<file path="config.mk">
export PLATFORM = sky130hd
export DESIGN_NAME = ppg_afe_emulator
export DESIGN_NICKNAME = d
export VERILOG_FILES = /design/src/rtl/afe_pkg.sv /design/src/rtl/afe_gain_clamp.sv /design/src/rtl/ppg_afe_emulator.sv
export SDC_FILE = /design/constraint.sdc
export NUM_CORES = 1
export LEC_CHECK = 0
export ABC_AREA = 1
export BUFFER_PORTS_ARGS = -buffer_cell sky130_fd_sc_hd__buf_2
export CORE_MARGIN = 3
export CORE_UTILIZATION = 55
export CTS_BUF_LIST = sky130_fd_sc_hd__clkbuf_4 sky130_fd_sc_hd__clkbuf_8
export DETAILED_ROUTE_END_ITERATION = 8
export GPL_TIMING_DRIVEN = 0
export PLACE_DENSITY_LB_ADDON = 0.1
export SYNTH_ARGS = -nofsm -noshare
export SYNTH_HDL_FRONTEND = slang
export SYNTH_HIERARCHICAL = 1
export SYNTH_SLANG_ARGS = --single-unit
</file>
<file path="constraint.sdc">
create_clock -name CLK -period 17.7 [get_ports CLK]
set_input_delay 3.54 -clock CLK [delete_from_list [all_inputs] [get_ports CLK]]
set_output_delay 3.54 -clock CLK [all_outputs]
set_load 0.02 [all_outputs]
</file>
<file path="src/rtl/afe_pkg.sv">
// Shared definitions for the PPG analog-front-end emulator: state encodings,
// ADC constants and the default tissue model also used by controller benches.
package afe_pkg;

    typedef enum logic [1:0] {
        ST_DARK   = 2'd0,
        ST_SETTLE = 2'd1,
        ST_TRACK  = 2'd2,
        ST_FAULT  = 2'd3
    } afe_state_t;

    localparam int         ADC_W   = 8;
    localparam logic [7:0] ADC_MID = 8'd128;
    localparam logic [7:0] ADC_MAX = 8'd255;
    localparam int         SIG_W   = 15;
    localparam int         GAIN_W  = 20;

    localparam int         DEF_HB_LOG2    = 9;
    localparam logic [7:0] DEF_DC_RED     = 8'd100;
    localparam logic [7:0] DEF_AC_RED     = 8'd20;
    localparam logic [7:0] DEF_DC_IR      = 8'd120;
    localparam logic [7:0] DEF_AC_IR      = 8'd30;
    localparam int         DEF_COMP_STEP  = 4;
    localparam int         DEF_SETTLE_CYC = 3;

    // Steady-state destination for an LED-select pattern.
    function automatic afe_state_t sel_state(input logic [1:0] sel);
        case (sel)
            2'b00:   return ST_DARK;
            2'b11:   return ST_FAULT;
            default: return ST_TRACK;
        endcase
    endfunction

endpackage

</file>
<file path="src/rtl/afe_gain_clamp.sv">
// PGA and ADC transfer: signed signal times (gain+1), offset to mid-scale,
// saturated into the 8-bit ADC range.
module afe_gain_clamp
    import afe_pkg::*;
(
    input  logic signed [SIG_W-1:0] sig,
    input  logic        [3:0]       gain,
    output logic        [ADC_W-1:0] code
);

    logic signed [5:0]        mult;
    logic signed [GAIN_W-1:0] g;
    logic signed [GAIN_W:0]   biased;

    always_comb begin
        mult   = $signed({2'b00, gain}) + 6'sd1;
        g      = GAIN_W'(sig) * GAIN_W'(mult);
        biased = (GAIN_W+1)'(g) + (GAIN_W+1)'($signed({1'b0, ADC_MID}));
        code   = biased[ADC_W-1:0];
        if (biased[GAIN_W]) begin
            code = '0;
        end else if (|biased[GAIN_W-1:ADC_W]) begin
            code = ADC_MAX;
        end
    end

endmodule

</file>
<file path="src/rtl/ppg_afe_emulator.sv">
// Behavioural stand-in for the pulse-oximeter AFE: synthesizes a triangular
// pulsatile photocurrent per LED and returns 8-bit ADC codes two cycles later.
module ppg_afe_emulator
    import afe_pkg::*;
#(
    parameter int         HB_LOG2    = DEF_HB_LOG2,
    parameter logic [7:0] DC_RED     = DEF_DC_RED,
    parameter logic [7:0] AC_RED     = DEF_AC_RED,
    parameter logic [7:0] DC_IR      = DEF_DC_IR,
    parameter logic [7:0] AC_IR      = DEF_AC_IR,
    parameter int         COMP_STEP  = DEF_COMP_STEP,
    parameter int         SETTLE_CYC = DEF_SETTLE_CYC
) (
    input  logic       CLK,
    input  logic       rst_n,
    input  logic       LED_RED,
    input  logic       LED_IR,
    input  logic [3:0] LED_DRIVE,
    input  logic [6:0] DC_Comp,
    input  logic [3:0] PGA_Gain,
    output logic [7:0] ADC,
    output logic       ADC_valid,
    output logic       AFE_fault
);

    localparam int CNT_W = (SETTLE_CYC > 1) ? $clog2(SETTLE_CYC) : 1;
    localparam logic [CNT_W-1:0] CNT_LOAD = CNT_W'(SETTLE_CYC - 1);

    logic [1:0]              sel;
    logic [1:0]              sel_reg;
    afe_state_t              state_reg, state_next;
    logic [CNT_W-1:0]        cnt_reg, cnt_next;
    logic [HB_LOG2-1:0]      ph_reg;

    logic [7:0]              tri_wave;
    logic [7:0]              dc_sel, ac_sel, ac_term;
    logic [8:0]              level;
    logic [12:0]             light;
    logic [SIG_W-1:0]        comp;
    logic signed [SIG_W-1:0] sig_next, sig_reg;
    logic [3:0]              gain_reg;
    logic                    s1_live_reg;

    logic [ADC_W-1:0]        code;
    logic [ADC_W-1:0]        adc_reg;
    logic                    valid_reg, fault_reg;

    assign sel = {LED_RED, LED_IR};

    // Any select change restarts the settle window; both LEDs on trumps everything.
    always_comb begin
        state_next = state_reg;
        cnt_next   = cnt_reg;
        if (sel == 2'b11) begin
            state_next = ST_FAULT;
        end else if (sel != sel_reg) begin
            state_next = ST_SETTLE;
            cnt_next   = CNT_LOAD;
        end else if (state_reg == ST_SETTLE) begin
            if (cnt_reg == '0) begin
                state_next = sel_state(sel);
            end else begin
                cnt_next = cnt_reg - 1'b1;
            end
        end
    end

    always_comb begin
        tri_wave = ph_reg[HB_LOG2-1] ? ~ph_reg[HB_LOG2-2 -: 8] : ph_reg[HB_LOG2-2 -: 8];
        case (sel)
            2'b10: begin
                dc_sel = DC_RED;
                ac_sel = AC_RED;
            end
            2'b01: begin
                dc_sel = DC_IR;
                ac_sel = AC_IR;
            end
            default: begin
                dc_sel = '0;
                ac_sel = '0;
            end
        endcase
        ac_term  = 8'((16'(ac_sel) * 16'(tri_wave)) >> 8);
        level    = 9'(dc_sel) + 9'(ac_term);
        light    = 13'(LED_DRIVE) * 13'(level);
        comp     = SIG_W'(DC_Comp) * SIG_W'(COMP_STEP);
        sig_next = $signed(SIG_W'(light >> 2)) - $signed(comp);
    end

    afe_gain_clamp u_gain_clamp (
        .sig  (sig_reg),
        .gain (gain_reg),
        .code (code)
    );

    // state_reg doubles as the stage-1 tag: it is loaded on the same edge as sig_reg.
    always_ff @(posedge CLK or negedge rst_n) begin
        if (!rst_n) begin
            sel_reg     <= '0;
            state_reg   <= ST_DARK;
            cnt_reg     <= '0;
            ph_reg      <= '0;
            sig_reg     <= '0;
            gain_reg    <= '0;
            s1_live_reg <= 1'b0;
            adc_reg     <= '0;
            valid_reg   <= 1'b0;
            fault_reg   <= 1'b0;
        end else begin
            sel_reg     <= sel;
            state_reg   <= state_next;
            cnt_reg     <= cnt_next;
            ph_reg      <= ph_reg + 1'b1;
            sig_reg     <= sig_next;
            gain_reg    <= PGA_Gain;
            s1_live_reg <= 1'b1;

            valid_reg   <= 1'b0;
            fault_reg   <= 1'b0;
            if (s1_live_reg) begin
                case (state_reg)
                    ST_DARK, ST_TRACK: begin
                        adc_reg   <= code;
                        valid_reg <= 1'b1;
                    end
                    ST_FAULT: begin
                        adc_reg   <= ADC_MAX;
                        fault_reg <= 1'b1;
                    end
                    default: ;
                endcase
            end
        end
    end

    assign ADC       = adc_reg;
    assign ADC_valid = valid_reg;
    assign AFE_fault = fault_reg;

endmodule

</file>
# Word-level counts from Yosys, hierarchy flattened
# Cells that the tools add are included.
# Widths: inputs -> output; s select.
# totals
ramBits,0
ff_bits,42
romBits,0
in_bits,19
memories,0
out_inout_bits,10
latchBits,0
word_cells,59
# op_classes
reduce_logical,12
n_lt_le_gt_ge,0
n_shift,0
div,0
n_eq_ne,8
mul,3
mux,18
add_sub_neg,6
bitwise_logic,2
# ops
cell,n
$mux 8,3
$add 18x9->19 const B,1
$mul 12x6->18,1
$mul 8x8->16,1
$mux 2,8
$pmux 8 s2,1
$pmux 7 s2,1
$mul 4x9->13,1
$reduce_or 12->1,1
$sub 11x9->12,1
$pmux 5 s2,1
$add 8x8->9,1
$add 9x1->9 const B,1
$eq 2x2->1 const B,4
$not 8->8,1
$logic_not 2->1,3
$reduce_bool 3->1,2
$add 4x1->5 const B,1
$eq 2x1->1 const B,2
$mux 1,4
$reduce_and 2->1,2
$reduce_bool 2->1,2
$reduce_and 3->1,1
$ne 2x2->1,1
other kinds (4),4

# Longest topological paths before layout
# depth
word_depth,7
ltp_mapped,45

# Cells and area by module
# Netlist, hierarchy kept.
# by_module_without_submodules
mod,instances,seq_area_each_um2,area_per_inst_um2,cells_per_inst
ppg_afe_emulator,1,1051.0,4065.1,504
afe_gain_clamp,1,0.0,3529.6,604

# Worst setup path after synthesis
# No wires, ideal clock.
# synth_path
path_type,input -> register
startpoint,in LED_RED
endpoint,reg sig_reg[10]
slack_ns,7.315
cell_stages,38
required_time_ns,17.583
t_arrival_ns,10.268
cell_sequence,inv_1 ha_1 inv_1 nor2_1 fa_1 fa_1 ha_1 ha_1 inv_1 o21bai_1 nor2_2 nand2_1 nand2_1 nand2_1 xor2_1 ha_1 a21o_1 a21oi_2 [... 2 more ...] fa_1 inv_1 fa_1 inv_1 ha_1 a21oi_1 inv_1 a21oi_1 xnor2_1 ha_1 nand2_1 inv_1 nand2_1 nand3_1 a21oi_1 nand3_1 nand2_1 nand2_1
# synth_via
elab_chain_len,6
# synth_rtl
element,line_no,text
start: declaration,ppg_afe_emulator.sv:16,"input logic LED_RED,"
$eq 2x1->1 / $eq 2x2->1 (equally long branches),ppg_afe_emulator.sv:70,case (sel)
$pmux 5 s2,ppg_afe_emulator.sv:70,
$mul 8x8->16,ppg_afe_emulator.sv:84,ac_term = 8'((16'(ac_sel) * 16'(tri_wave)) >> 8);
$add 8x8->9 (*),ppg_afe_emulator.sv:85,level = 9'(dc_sel) + 9'(ac_term);
$mul 4x9->13 (*),ppg_afe_emulator.sv:86,light = 13'(LED_DRIVE) * 13'(level);
$sub 11x9->12 (*),ppg_afe_emulator.sv:88,sig_next = $signed(SIG_W'(light >> 2)) - $signed(comp);
via sig_next[10],ppg_afe_emulator.sv:40,"logic signed [SIG_W-1:0] sig_next, sig_reg;"
end signal: assignment,ppg_afe_emulator.sv:115,sig_reg <= sig_next;
end: declaration,ppg_afe_emulator.sv:40,
# The timed path passes the listed nets; every way through them passes the cells marked *.
# A chain may end at the register's enable or synchronous reset.

# Final worst setup path
# Same ends and word-level chain as after synthesis.

==> impl_results.md <==
* Max Clk Rate at 90.6 MHz
* Starting Density at 56.9%
* Clock tree buffer depth at 2
* Final nets at 1327
* GRT Resource Usage Total at 20.5%
* Max cap viols at 0
* HP Class: reg -> reg
* Std-Cell Rows at 42
* CP dominant cell by count: nand2_1
* Clock Sinks at 42
* RD Place Congestion at 0.875
* DRC viols at 0
* Final critical-path share of the clock period at 62.3%
* Worst-case reg-to-reg path depth at 40
* Via/cell ratio at 4.83
* Final setup skew at 0.00801 ns
* Die Width at 124 um
* RR Startpoint: ph_reg[8]
* Pre-antenna DRT Iters at 4
* Post-synth net total at 1292
* Fill cells at 1328
* Chip Height at 124 um
* Top cells by area, synth: fa_1 (17%), ha_1 (16%), dfrtp_1 (14%)
* Relative slew slack at 39.8%
* HPWL after detailed placement at 12.8 mm
* Endpoints failing hold at 0
* Mapped Area at 0.00759 mm2
* Sequential-to-total area share from yosys stat at 13.8%
* Antenna violations before repair at 0
* Endpoint of the lowest-slack register-to-register path: sig_reg[10]
* Number of global-route vias before repair at 6078
* Setup TNS Final at 0 ns
* Status: completed
* RSZ-0062 raised after global routing: false
* # IOs at 29
* Total wire length at 14.3 mm
* Hold Crit Depth at 2
* Crit-path max FO at 7
* Htree depth at 2
* Die ar. at 0.0153 mm2
* Post-synthesis cell type count at 37
* Placed Area at 0.00796 mm2
* Number of I/O port buffers at 28
* Avg Inst Size Synth at 6.85 um2
* Cell count after synthesis at 1108
* Synthesized flop and latch total at 42
* Worst Path Arrival at 11.22 ns
* Setup violators final at 0
* DRT iter0 DRCs at 224
* Slowest CP cell: fa_1
* Routed vias at 6379
* Post-synth top cells: inv_1 (271), nand2_1 (246), nor2_1 (135), ha_1 (99), fa_1 (66)
* Number of flops mapped to enable cells by yosys at 0
* TritonCTS Buffers at 5
* Reg2Reg Setup Slack at 9.97 ns
* Top_reg_cell synth: dfrtp_1
* Hold wc startpoint: cnt_reg[0]
* Post-CTS sizing at 0
* Async S/R FF share, synth at 100%
* # diodes at 0
* Final slew viol count at 0
* Share of the synthesized area in the top cell type at 17.4%
* Antenna Violating Nets Remaining at 0
* Max reg flops at 12
* CTS clk-pin slew, worst paths at 0.08 ns
* Post-route cell area at 0.00807 mm2
* WHS Endpoint: cnt_reg[0]
* CTS Root Cell: clkbuf_8
* Startpoint types: input port
* Skew-Pair Late Insertion Delay at 0.30 ns
* Core area at 0.0133 mm2
* Worst Setup End Kind: flip-flop
* Hold Buf Count CTS at 0
* Top-count cell post-synth: inv_1
* GRT overflow at 0
* # Post-CTS Setup Buffers at 0
* Worst Tran Pin Value at 0.902 ns
* Ys Warns at 6
* Synth-to-Final Area Change at 6.23%
* CTS tree: yes
* Layout cells sized above 1 at 7.43%
* Slowest cell delay on critical path at 0.52 ns
* First-pass GRT wire length at 25.8 mm
* WP data required at 17.89 ns
* Top cell type by total area after synthesis: fa_1
* Drt wl/cell at 10.8 um
* Min Tclk post-route at 11.03 ns
* Worst Setup Path Type: in -> reg
* Pin count of the biggest net entering global routing at 43
-- logic make-up (layout without fill, tap and decap cells) --
family          Yosys count  in the layout  synth area share [%]
fa+ha+maj               165            165                  33.7
simple gates            512            512                  28.8
buf+inv                 285            321                  14.1
other cells               1              1                0.0494
flops                    42             42                  13.8
xor+xnor                 42             42                  4.84
compound gates           61             61                  4.60
-- per-layer routing --
| metal | vias up | part of all wire [%] | track usage [%] |
|---|---|---|---|
| li1 | 3392 | - | - |
| met5 | - | 0 | 0 |
| met1 | 2917 | 47 | 26.3 |
| met4 | 0 | 1.4 | 5.19 |
| met3 | 16 | 2.0 | 1.42 |
| met2 | 54 | 50 | 37.5 |
-- final cells by class --
class / instances / area [um2] / area share (%)
Multi-Input combinational cell: 781 / 5470 / 67.8
Sequential cell: 42 / 1050 / 13.0
Inverter: 278 / 1040 / 12.9
Tap cell: 176 / 220 / 2.73
Timing Repair Buffer: 28 / 140 / 1.74
Clock buffer: 5 / 68.8 / 0.853
Clock inverter: 3 / 43.8 / 0.543
Buffer: 7 / 30.0 / 0.372
-- placed cells by master, fill, tap and decap left out, types with 6 or more instances in the layout --
| master | synthesis | layout |
|---|---|---|
| a21o_1 | 6 | 6 |
| a21oi_1 | 34 | 34 |
| buf_2 | 0 | 28 |
| dfrtp_1 | 42 | 42 |
| fa_1 | 66 | 66 |
| ha_1 | 99 | 99 |
| inv_1 | 271 | 271 |
| inv_2 | 6 | 6 |
| nand2_1 | 246 | 246 |
| nand2_2 | 18 | 18 |
| nand3_1 | 64 | 64 |
| nand4_1 | 9 | 9 |
| nor2_1 | 135 | 135 |
| nor2_2 | 12 | 12 |
| nor3_1 | 10 | 10 |
| o21ai_0 | 9 | 9 |
| xnor2_1 | 17 | 17 |
| xor2_1 | 25 | 25 |
-- critical path, delay by kind of cell --
family | cells | cell delay [ns]
fa+ha+maj | 10 | 3.93
simple gates | 14 | 1.46
compound gates | 5 | 0.90
xor+xnor | 3 | 0.76
buf+inv | 7 | 0.64
-- worst max-delay path by stage --
stage | start | endpoint | slack (ns) | depth (start not counted)
after floorplan | LED_RED | sig_reg[10] | 7.31 | 38
after global placement | LED_RED | sig_reg[10] | 6.36 | 40
after detailed placement | LED_RED | sig_reg[10] | 6.29 | 39
after CTS | LED_RED | sig_reg[10] | 6.60 | 39
after global routing | LED_RED | sig_reg[10] | 5.86 | 39
final | LED_RED | sig_reg[10] | 6.67 | 39
-- through the flow --
stage,hold WS (ns),setup slack [ns],instances,utilization (%)
global placement,0.464,6.36,1312,59.6
global route,0.514,5.86,1320,60.4
detailed placement,0.470,6.29,1312,59.6
finish,0.483,6.67,1320,60.4
CTS,0.490,6.60,1320,60.4
floorplan,0.449,7.31,1108,-
Power is left out: the tool's default activity adds up to more than one toggle a clock period on the data nets, which glitch-free logic cannot reach.
